File: src/rtl/bsg_one_hot_ptr_sched.sv
// Round-robin scheduler sharing one modulo one-hot adder among els_p requesters
// to advance a shared circular one-hot pointer; results land in a one-entry slot.
//
// Handshakes: a requester i is accepted on the rising edge where v_i[i] and
// yumi_o[i] are both high; the result slot transfers on the edge where v_o and
// yumi_i are both high. yumi_i may only be raised while v_o is high.
module bsg_one_hot_ptr_sched #(
    parameter int width_p = 4,
    parameter int els_p   = 2
) (
    input  logic                       clk_i,
    input  logic                       reset_i,
    input  logic [els_p-1:0]           v_i,
    input  logic [els_p*width_p-1:0]   inc_i,
    output logic [els_p-1:0]           yumi_o,
    output logic                       v_o,
    output logic [els_p-1:0]           id_o,
    output logic [width_p-1:0]         ptr_o,
    output logic [width_p-1:0]         new_ptr_o,
    input  logic                       yumi_i,
    output logic [width_p-1:0]         ptr_r_o
);

    localparam int lg_els_lp = (els_p > 1) ? $clog2(els_p) : 1;

    logic [width_p-1:0]   ptr_r;
    logic [lg_els_lp-1:0] pri_r;
    logic [els_p-1:0]     grant;
    logic [lg_els_lp-1:0] grant_idx;
    logic                 free;
    logic [width_p-1:0]   inc_sel;
    logic [width_p-1:0]   sum;
    logic [width_p-1:0]   rot [width_p];

    assign free    = ~v_o | yumi_i;
    assign ptr_r_o = ptr_r;

    // Scan from lowest to highest priority so the highest-priority valid
    // requester is the last one written.
    always_comb begin
        logic [lg_els_lp:0]   pos;
        logic [lg_els_lp-1:0] idx;
        grant     = '0;
        grant_idx = '0;
        pos       = '0;
        idx       = '0;
        for (int j = els_p - 1; j >= 0; j--) begin
            pos = {1'b0, pri_r} + (lg_els_lp + 1)'(j);
            if (pos >= (lg_els_lp + 1)'(els_p)) begin
                pos = pos - (lg_els_lp + 1)'(els_p);
            end
            idx = pos[lg_els_lp-1:0];
            if (v_i[idx]) begin
                grant      = '0;
                grant[idx] = 1'b1;
                grant_idx  = idx;
            end
        end
    end

    assign yumi_o = (free && !reset_i) ? grant : '0;

    // Increment mux keys off the ungated grant so inc_i never feeds yumi_o.
    always_comb begin
        inc_sel = '0;
        for (int i = 0; i < els_p; i++) begin
            if (grant[i]) begin
                inc_sel = inc_sel | inc_i[i*width_p +: width_p];
            end
        end
    end

    // Modulo one-hot add: rotate the pointer left by the increment's bit index.
    for (genvar k = 0; k < width_p; k++) begin : g_rot
        logic [2*width_p-1:0] dbl;
        assign dbl    = {ptr_r, ptr_r} << k;
        assign rot[k] = inc_sel[k] ? dbl[2*width_p-1:width_p] : '0;
    end

    always_comb begin
        sum = '0;
        for (int k = 0; k < width_p; k++) begin
            sum = sum | rot[k];
        end
    end

    always_ff @(posedge clk_i) begin
        if (reset_i) begin
            ptr_r     <= width_p'(1);
            pri_r     <= '0;
            v_o       <= 1'b0;
            id_o      <= '0;
            ptr_o     <= '0;
            new_ptr_o <= '0;
        end else if (|yumi_o) begin
            ptr_r     <= sum;
            pri_r     <= (grant_idx == lg_els_lp'(els_p - 1)) ? '0
                                                              : grant_idx + lg_els_lp'(1);
            v_o       <= 1'b1;
            id_o      <= yumi_o;
            ptr_o     <= ptr_r;
            new_ptr_o <= sum;
        end else if (yumi_i) begin
            v_o <= 1'b0;
        end
    end

    always_ff @(posedge clk_i) begin
        if (!reset_i) begin
            for (int i = 0; i < els_p; i++) begin
                if (v_i[i]) begin
                    assert ($onehot(inc_i[i*width_p +: width_p]))
                    else $error("inc_i of requester %0d is not one-hot", i);
                end
            end
            assert (v_o || !yumi_i)
            else $error("yumi_i asserted while v_o is low");
        end
    end

endmodule

File: config.mk
export PLATFORM = sky130hd
export DESIGN_NAME = bsg_one_hot_ptr_sched
export DESIGN_NICKNAME = d
export VERILOG_FILES = /design/src/rtl/bsg_one_hot_ptr_sched.sv
export SDC_FILE = /design/constraint.sdc
export NUM_CORES = 1
export LEC_CHECK = 0
export CAP_MARGIN = 20
export CORE_UTILIZATION = 30
export CTS_BUF_LIST = sky130_fd_sc_hd__clkbuf_8
export DETAILED_ROUTE_END_ITERATION = 10
export DONT_BUFFER_PORTS = 1
export PLACE_DENSITY = 0.53
export SETUP_SLACK_MARGIN = 0.05
export SYNTH_ARGS = -nofsm -noshare
export SYNTH_HDL_FRONTEND = slang
export SYNTH_SLANG_ARGS = --single-unit
File: constraint.sdc
create_clock -name clk_i -period 2.53 [get_ports clk_i]
set_input_delay 0.759 -clock clk_i [delete_from_list [all_inputs] [get_ports clk_i]]
set_output_delay 0.759 -clock clk_i [all_outputs]
set_load 0.03 [all_outputs]
* Yosys cells after proc, flatten, opt, wreduce, memory -nomap -nowiden
Cells that the tools add are included.
Storage, ports and cells: logic and storage cells 52, input bits 13, register bits after elaboration 16, output and inout bits 17
Operators by class: bitwise gates (word level) 6, multiplexer cells 24, order comparisons 6, reduce and logical (&&, ||, !) cells 6, add/sub/neg operators 4
Operators by type and width (count):
- 4-bit two-way mux | 6
- 4-bit bitwise OR | 4
- 1-bit two-way mux | 13
- 2-bit two-way mux | 3
- 1-bit by 2-bit less-than comparator with 1-bit output, second input constant | 2
- 1-bit logical AND | 3
- 1-bit by 1-bit adder with 2-bit output, second input constant | 1
- 1-bit demux with 1-bit select | 2
- 1-bit greater-or-equal comparator, second input constant | 2
- 1-bit by 2-bit greater-or-equal comparator with 1-bit output, second input constant | 1
- 2-bit greater-or-equal comparator, second input constant | 1
- 2-bit nonzero test | 1
- 2-bit OR reduction | 1
- 1-bit subtractor, second input constant | 2
- 1-bit adder, second input constant | 1
- 1-bit zero test | 1
- 1-bit inverter | 1
- 1-bit bitwise OR | 1

* Logic depth before layout (Yosys ltp)
Gate-level depths: netlist (run 1).
word-level depth 16, mapped depth 6, mapped depth without buffers 5

* Least setup slack after synthesis (run 1)
No wires, ideal clock.
path type input to output, from in v_i[1], to out yumi_o[0], arrival 1.417 ns, setup slack 0.354 ns, cell stages on the path 4, buffers on the path 1, data required time 1.771 ns, cells stage by stage buf_2 a21boi_2 nand2_1 inv_1
On the way: cells in the longest elaborated chain, start to end 5
Ends and longest elaborated chain:
- from (decl) | RTL line 13 | input logic [els_p-1:0] v_i,
- 1-bit two-way mux (implied by the code) (2 in series) | RTL line 53 | if (v_i[idx]) begin
- 2-bit two-way mux | RTL line 53
- 2-bit two-way mux * | RTL line 53
- 2-bit two-way mux * | RTL line 61 | assign yumi_o = (free && !reset_i) ? grant : '0;
- to (decl) | RTL line 15 | output logic [els_p-1:0] yumi_o,
Every way passes the cells marked *; elsewhere a longest branch is shown, timed or not. The select of a mux whose other input is x is not followed.

* Worst setup path after layout (run 1)
from reg v_o, to out yumi_o[1]
On the way: cells in the longest elaborated chain, start to end 4
Ends and longest elaborated chain:
- from (decl) | RTL line 16 | output logic v_o,
- from (signal assigned) | RTL line 91 | v_o <= 1'b0;
- from (signal assigned) | RTL line 99 | v_o <= 1'b1;
- from (signal assigned) | RTL line 104 | v_o <= 1'b0;
- 1-bit inverter | RTL line 35 | assign free = ~v_o | yumi_i;
- 1-bit bitwise OR | RTL line 35
- 1-bit logical AND | RTL line 61
- 2-bit two-way mux | RTL line 61
No other way between the ends.

==> run_results.csv, run 1 <==
group,metric,value,unit
cts,post_cts_buffers,0,
logic_synthesis,syn_nets,81,
place,port_buffers,0,
routing,wl_per_cell,15.25,um
routing,wl,1.418,mm
routing,ant_nets,0,
floorplanning,die_y,46.88,um
power,power_leakage,0.2552,nW
critical_path,slowest_delay,430,ps
sta,whs,547.7,ps
cts,ctsResizeCount,0,
power,power_density,834.9,nW/um2
sta,fin_crit,2292,ps
critical_path,critical_path_arrival,1530,ps
sta,finalCritPeriodShare,90.58,%
critical_path,crit_path_end,"yumi_o[1]",
critical_path,end_kind,"primary output",
cts,numCtsBuffers,3,
place,placed_cell_area,611.8,um2
global_routing,grt_pass1_wl,2.201,mm
sta,clock_skew,4.428,ps
critical_path,critPathKind,"reg2out",
power,seqPwrFrac,54.4,%
sta,maxSlewViolCount,0,
sta,tightest_slew,738.0,ps
cts,hold_buffers,0,
power,p_total,548.4,uW
critical_path,critPathLaunchType,"register",
layout,final_area,656.9,um2
layout,diodes,0,
logic_synthesis,yosysUniqueCellTypes,24,
sta,rsz0062_at_grt,"no",
status,outcome,"complete, no violations",
critical_path,r2r_slack,890,ps
logic_synthesis,synth_top_cells_by_area,"dfxtp_1, nand2_1, a32o_2, a21oi_1, a222oi_1",
place,place_congestion,0.7886,
logic_synthesis,mappedNetlistArea,604.3,um2
routing,initialDrtViolationCount,27,
critical_path,critical_path.slowest_cell,"and3_1",
layout,fillers,202,
sta,finalSetupTns,0,ps
layout,final_util,36.46,%
floorplanning,core,1802,um2
critical_path,reg2reg_depth,5,
logic_synthesis,syn_area_per_cell,8.887,um2
power,swShare,33.63,%
place,dp_hpwl,1.022,mm
sta,finalHoldViolCount,0,
logic_synthesis,ys_seq_elements,13,
power,vdd_drop_max,0.0002420,V
cts,clock-sinks,13,
cts,htree_levels,1,
routing,dr.pass1.iters,6,
power,switching_power,184.4,uW
layout,fin_nets,82,
cts,clk_latency,240,ps
routing,vias,535,
routing,drc_errors,0,
global_routing,grt_pass1_vias,484,
sta,fmax,0.4363,GHz
power,p_int,364.0,uW
floorplanning,start_util,33.54,%
logic_synthesis,yosysWarnings,0,
critical_path,path_cells,"nor2b_1 > nor2_1 > and3_1",
logic_synthesis,synthDominantCellAreaShare,43.06,%
cts,root_buffer,"clkbuf_8",
logic_synthesis,synth-seq-area-share,43.06,%
power,p_comb_share,12.7,%
critical_path,r2r-end,"new_ptr_o[1]$_SDFFE_PP0P_",
cts,cts_tree,"built",
floorplanning,die_w,46.88,um
logic_synthesis,synthCells,68,
routing,drt-vias-per-instance,5.753,
floorplanning,die-area,2198,um2
power,clkPwrFrac,32.9,%
critical_path,required,1770,ps
critical_path,cp_max_fo,5,
sta,setup_viol_count_final,0,
global_routing,grt.total_usage,14.66,%
global_routing,grt_max_degree,13,
sta,relSlewSlack,50.73,%
critical_path,reg2reg_from,"v_o$_SDFFE_PP0P_",
layout,syn2layout_area_growth,8.696,%
global_routing,overflow,0,
logic_synthesis,synth_area_leader_cell,"dfxtp_1",
floorplanning,num_rows,15,
cts,clk_pin_slew,60,ps
worst_hold_path,min-delay-path-class,"reg2reg",
layout,final_layout_size_suffix_gt1_share,16.18,%
critical_path,startpoint,"v_o$_SDFFE_PP0P_",
global_routing,antenna_found_initial,0,
cts,clockBufferDepth,2,
flow_run,cap_viol_max_count,0,
floorplanning,io_pins,30,
[cell families after synthesis]
group | share of synthesized area (%)
flops | 43.06
simple gates | 18.22
buf+inv | 6.417
compound gates | 32.30
[layer usage]
layer  vias to the layer above  track usage [%]  wire (um)
met1                       256            19.20        611
met4                         0            8.571         21
met2                        21            21.39        662
met3                         4            4.231        122
met5                         -                0          0
li1                        254                -          -
[placed cells by master, fill, tap and decap left out, drive strengths merged, types with 2 or more instances in the layout]
cell type | synthesis | layout
a21oi | 6 | 6
a222oi | 3 | 3
a311oi | 2 | 2
a31o | 3 | 3
a32o | 3 | 3
a32oi | 2 | 2
clkbuf | 1 | 3
dfxtp | 13 | 13
inv | 2 | 3
nand2 | 11 | 11
nand2b | 2 | 2
nor2 | 7 | 7
o21ai | 3 | 3
[area by class of cell]
class                   instances  area (um2)  share of cell area [%]
clock buffers                   3       41.29                   6.286
clock inverters                 1       3.754                  0.5714
inverters                       2       7.507                   1.143
multi-input cells              48       305.3                   46.48
flip-flops and latches         13       260.3                   39.62
well taps                      25       31.28                   4.762
repair buffers                  1       7.507                   1.143
[worst min-delay path by stage]
stage | from | endpoint | slack, ps | depth (start not counted)
after global routing | reset_i | ptr_o[1]$_SDFFE_PP0P_ | 570 | 1
after global placement | pri_r$_SDFFE_PP0P_ | pri_r$_SDFFE_PP0P_ | 520 | 1
after floorplan | pri_r$_SDFFE_PP0P_ | pri_r$_SDFFE_PP0P_ | 490 | 1
after detailed placement | pri_r$_SDFFE_PP0P_ | pri_r$_SDFFE_PP0P_ | 510 | 1
final | pri_r$_SDFFE_PP0P_ | pri_r$_SDFFE_PP0P_ | 550 | 1
after CTS | pri_r$_SDFFE_PP0P_ | pri_r$_SDFFE_PP0P_ | 540 | 1
[synthesized netlist by cell type, drive strengths merged]
master	n
nand2	11
nor2b	1
a21boi	1
nor2	7
a21oi	6
a222oi	3
buf	4
and3	1
nand2b	2
a32o	3
a32oi	2
a22oi	1
clkbuf	1
a31o	3
o21ai	3
inv	2
a311oi	2
nor3	1
dfxtp	13
o22ai	1
[power by group through the flow]
stage                     registers (mW)  logic (mW)  clock network, mW
after global routing               0.303      0.0779              0.198
after floorplan                    0.282      0.0845                  0
after detailed placement           0.303      0.0695                  0
final                              0.298      0.0694              0.181
after global placement             0.303      0.0689                  0
after CTS                          0.299      0.0700              0.189
[through the flow]
step           instances  worst slack (ps)
3_5_place_dp          89             303.7
5_1_grt               93             136.7
3_3_place_gp          89             343.0
2_1_floorplan         68             353.9
4_1_cts               93             247.5
6_report              93             238.2
[critical path, delay by kind of cell, from the launching register on]
family / cells / cell delay, ps
DFF: 1 / 400
and+or+nand+nor: 3 / 880
[registers in the layout, indices dropped and copies added, names as in the netlist]
| signal | cells |
|---|---|
| pri_r | 1 |
| new_ptr_o | 4 |
| ptr_o | 4 |
| ptr_r_o | 1 |
| v_o | 1 |
| id_o | 2 |
No activity file was read; power rests on OpenSTA's default activity.
==> run 2, diff against run 1 <==
--- a/config.mk
+++ b/config.mk
@@ -6,11 +6,11 @@
 export NUM_CORES = 1
 export LEC_CHECK = 0
 export CAP_MARGIN = 20
+export CORE_MARGIN = 4
 export CORE_UTILIZATION = 30
 export CTS_BUF_LIST = sky130_fd_sc_hd__clkbuf_8
 export DETAILED_ROUTE_END_ITERATION = 10
 export DONT_BUFFER_PORTS = 1
-export PLACE_DENSITY = 0.53
 export SETUP_SLACK_MARGIN = 0.05
 export SYNTH_ARGS = -nofsm -noshare
 export SYNTH_HDL_FRONTEND = slang
==> run 2 against run 1 <==
Register-to-register slack worse by 180 ps; first-iteration DRC count fell by 15%; cell count fell by 1.1%; worst setup slack better by 9.6 ps; clock power about the same; wire length up 3.7%; cell area decreased by 1.1%; flip-flop and latch count did not move; sequential share of layout area up 0.46 points; highest routed layer unchanged.
==> run_results.csv, run 2 (synthesis gave the netlist of run 1 again) <==
group,metric,value,unit
power,p_int,362.7,uW
cts,ctsResizeCount,0,
sta,fmax,0.4382,GHz
critical_path,cp_top_family,"simple AND/OR/NAND/NOR gates",
status,outcome,"complete, no violations",
power,clkPwrFrac,33.0,%
power,power_leakage,0.2502,nW
sta,whs,529.6,ps
layout,final_area,649.4,um2
cts,clk_pin_slew,50,ps
floorplanning,die_w,52.88,um
global_routing,overflow,0,
cts,htree_levels,1,
routing,highest_layer,"met4",
sta,tightest_slew,756.0,ps
routing,vias,518,
sta,clock_skew,2.884,ps
floorplanning,core,1821,um2
routing,initialDrtViolationCount,23,
routing,drt-met1-wl,573,um
layout,layoutNonFillerInstCount,92,
floorplanning,start_util,33.20,%
global_routing,grt_max_degree,13,
critical_path,end_kind,"primary output",
sta,rsz0062_at_grt,"no",
floorplanning,io_pins,30,
sta,maxSlewViolCount,0,
worst_hold_path,min-delay-path-class,"reg2reg",
power,power_density,843.8,nW/um2
place,port_buffers,0,
critical_path,critPathKind,"reg2out",
critical_path,path_buf_inv,0,
routing,drc_errors,0,
layout,final_layout_size_suffix_gt1_share,14.93,%
sta,finalHoldViolCount,0,
flow_run,cap_viol_max_count,0,
cts,clockBufferDepth,2,
global_routing,antenna_found_initial,0,
global_routing,grt_pass1_vias,498,
cts,clk_latency,240,ps
sta,fin_crit,2282,ps
power,swShare,33.82,%
routing,met2_length,720,um
place,placed_cell_area,604.3,um2
critical_path,critPathLaunchType,"register",
layout,diodes,0,
cts,root_buffer,"clkbuf_8",
cts,clock-sinks,13,
sta,setup_viol_count_final,0,
sta,finalCritPeriodShare,90.20,%
power,seqPwrFrac,54.7,%
layout,final_cell_mix,"dfxtp_1, nand2_1, nor2_1, a21oi_1",
layout,reg_top3,"new_ptr_o (4), ptr_o (4), id_o (2)",
routing,wl_met3,148,um
floorplanning,die-area,2796,um2
global_routing,grt.total_usage,12.04,%
place,dp_hpwl,1.085,mm
power,vdd_drop_max,0.0005365,V
critical_path,cp_max_fo,5,
layout,syn2layout_area_growth,7.453,%
sta,finalSetupTns,0,ps
cts,hold_buffers,0,
power,switching_power,185.3,uW
cts,post_cts_buffers,0,
routing,wl,1.470,mm
cts,numCtsBuffers,3,
global_routing,grt_pass1_wl,2.373,mm
critical_path,critical_path.slowest_cell,"and3_1",
sta,relSlewSlack,49.53,%
critical_path,required,1770,ps
floorplanning,die_y,52.88,um
layout,final_common_cell,"dfxtp_1",
critical_path,path_cells,"nor2b_1 > nor2_1 > and3_1",
routing,ant_nets,0,
routing,wl_per_cell,15.98,um
power,p_comb_share,12.4,%
place,place_congestion,0.7513,
place,numPlacedInstances,88,
cts,cts_tree,"built",
critical_path,critical_path_arrival,1520,ps
routing,drt-vias-per-instance,5.630,
critical_path,slowest_delay,430,ps
layout,fin_nets,81,
routing,dr.pass1.iters,6,
floorplanning,num_rows,15,
==> run 2: worst paths after layout <==
kind / start / to / slack [ps] / cells after the start
worst max-delay path: v_o$_SDFFE_PP0P_ / yumi_o[1] / 250 / 3
worst min-delay path: pri_r$_SDFFE_PP0P_ / pri_r$_SDFFE_PP0P_ / 530 / 1
worst max register to register: v_o$_SDFFE_PP0P_ / new_ptr_o[3]$_SDFFE_PP0P_ / 710 / 5
worst min register to register: pri_r$_SDFFE_PP0P_ / pri_r$_SDFFE_PP0P_ / 530 / 1
==> run 2: per-layer routing <==
| layer | GRT usage (%) | up-vias |
|---|---|---|
| met2 | 18.18 | 22 |
| met4 | 7.660 | 0 |
| met3 | 5.915 | 4 |
| met5 | 0 | - |
| met1 | 13.31 | 242 |
| li1 | - | 250 |
==> run 2: cell type report <==
| class | instances | area (um2) |
|---|---|---|
| inverters | 2 | 7.507 |
| clock inverters | 1 | 3.754 |
| flip-flops and latches | 13 | 260.3 |
| fillers | 200 | 1171 |
| multi-input cells | 48 | 305.3 |
| clock buffers | 3 | 41.29 |
| well taps | 25 | 31.28 |
==> run 2: power by group through the flow <==
stage	sequential [mW]	combinational (mW)	clock, mW
2_1_floorplan	0.282	0.0845	0
5_1_grt	0.305	0.0758	0.195
6_report	0.300	0.0678	0.181
3_5_place_dp	0.304	0.0676	0
4_1_cts	0.300	0.0680	0.188
3_3_place_gp	0.303	0.0659	0
==> run 2: through the flow <==
stage | total power [mW] | setup slack [ps] | util [%]
3_5_place_dp | 0.3714 | 300.1 | 33.20
3_3_place_gp | 0.3690 | 336.2 | 33.20
6_report | 0.5480 | 247.8 | 35.67
2_1_floorplan | 0.3666 | 353.9 | -
4_1_cts | 0.5553 | 239.9 | 35.67
5_1_grt | 0.5762 | 190.9 | 35.67
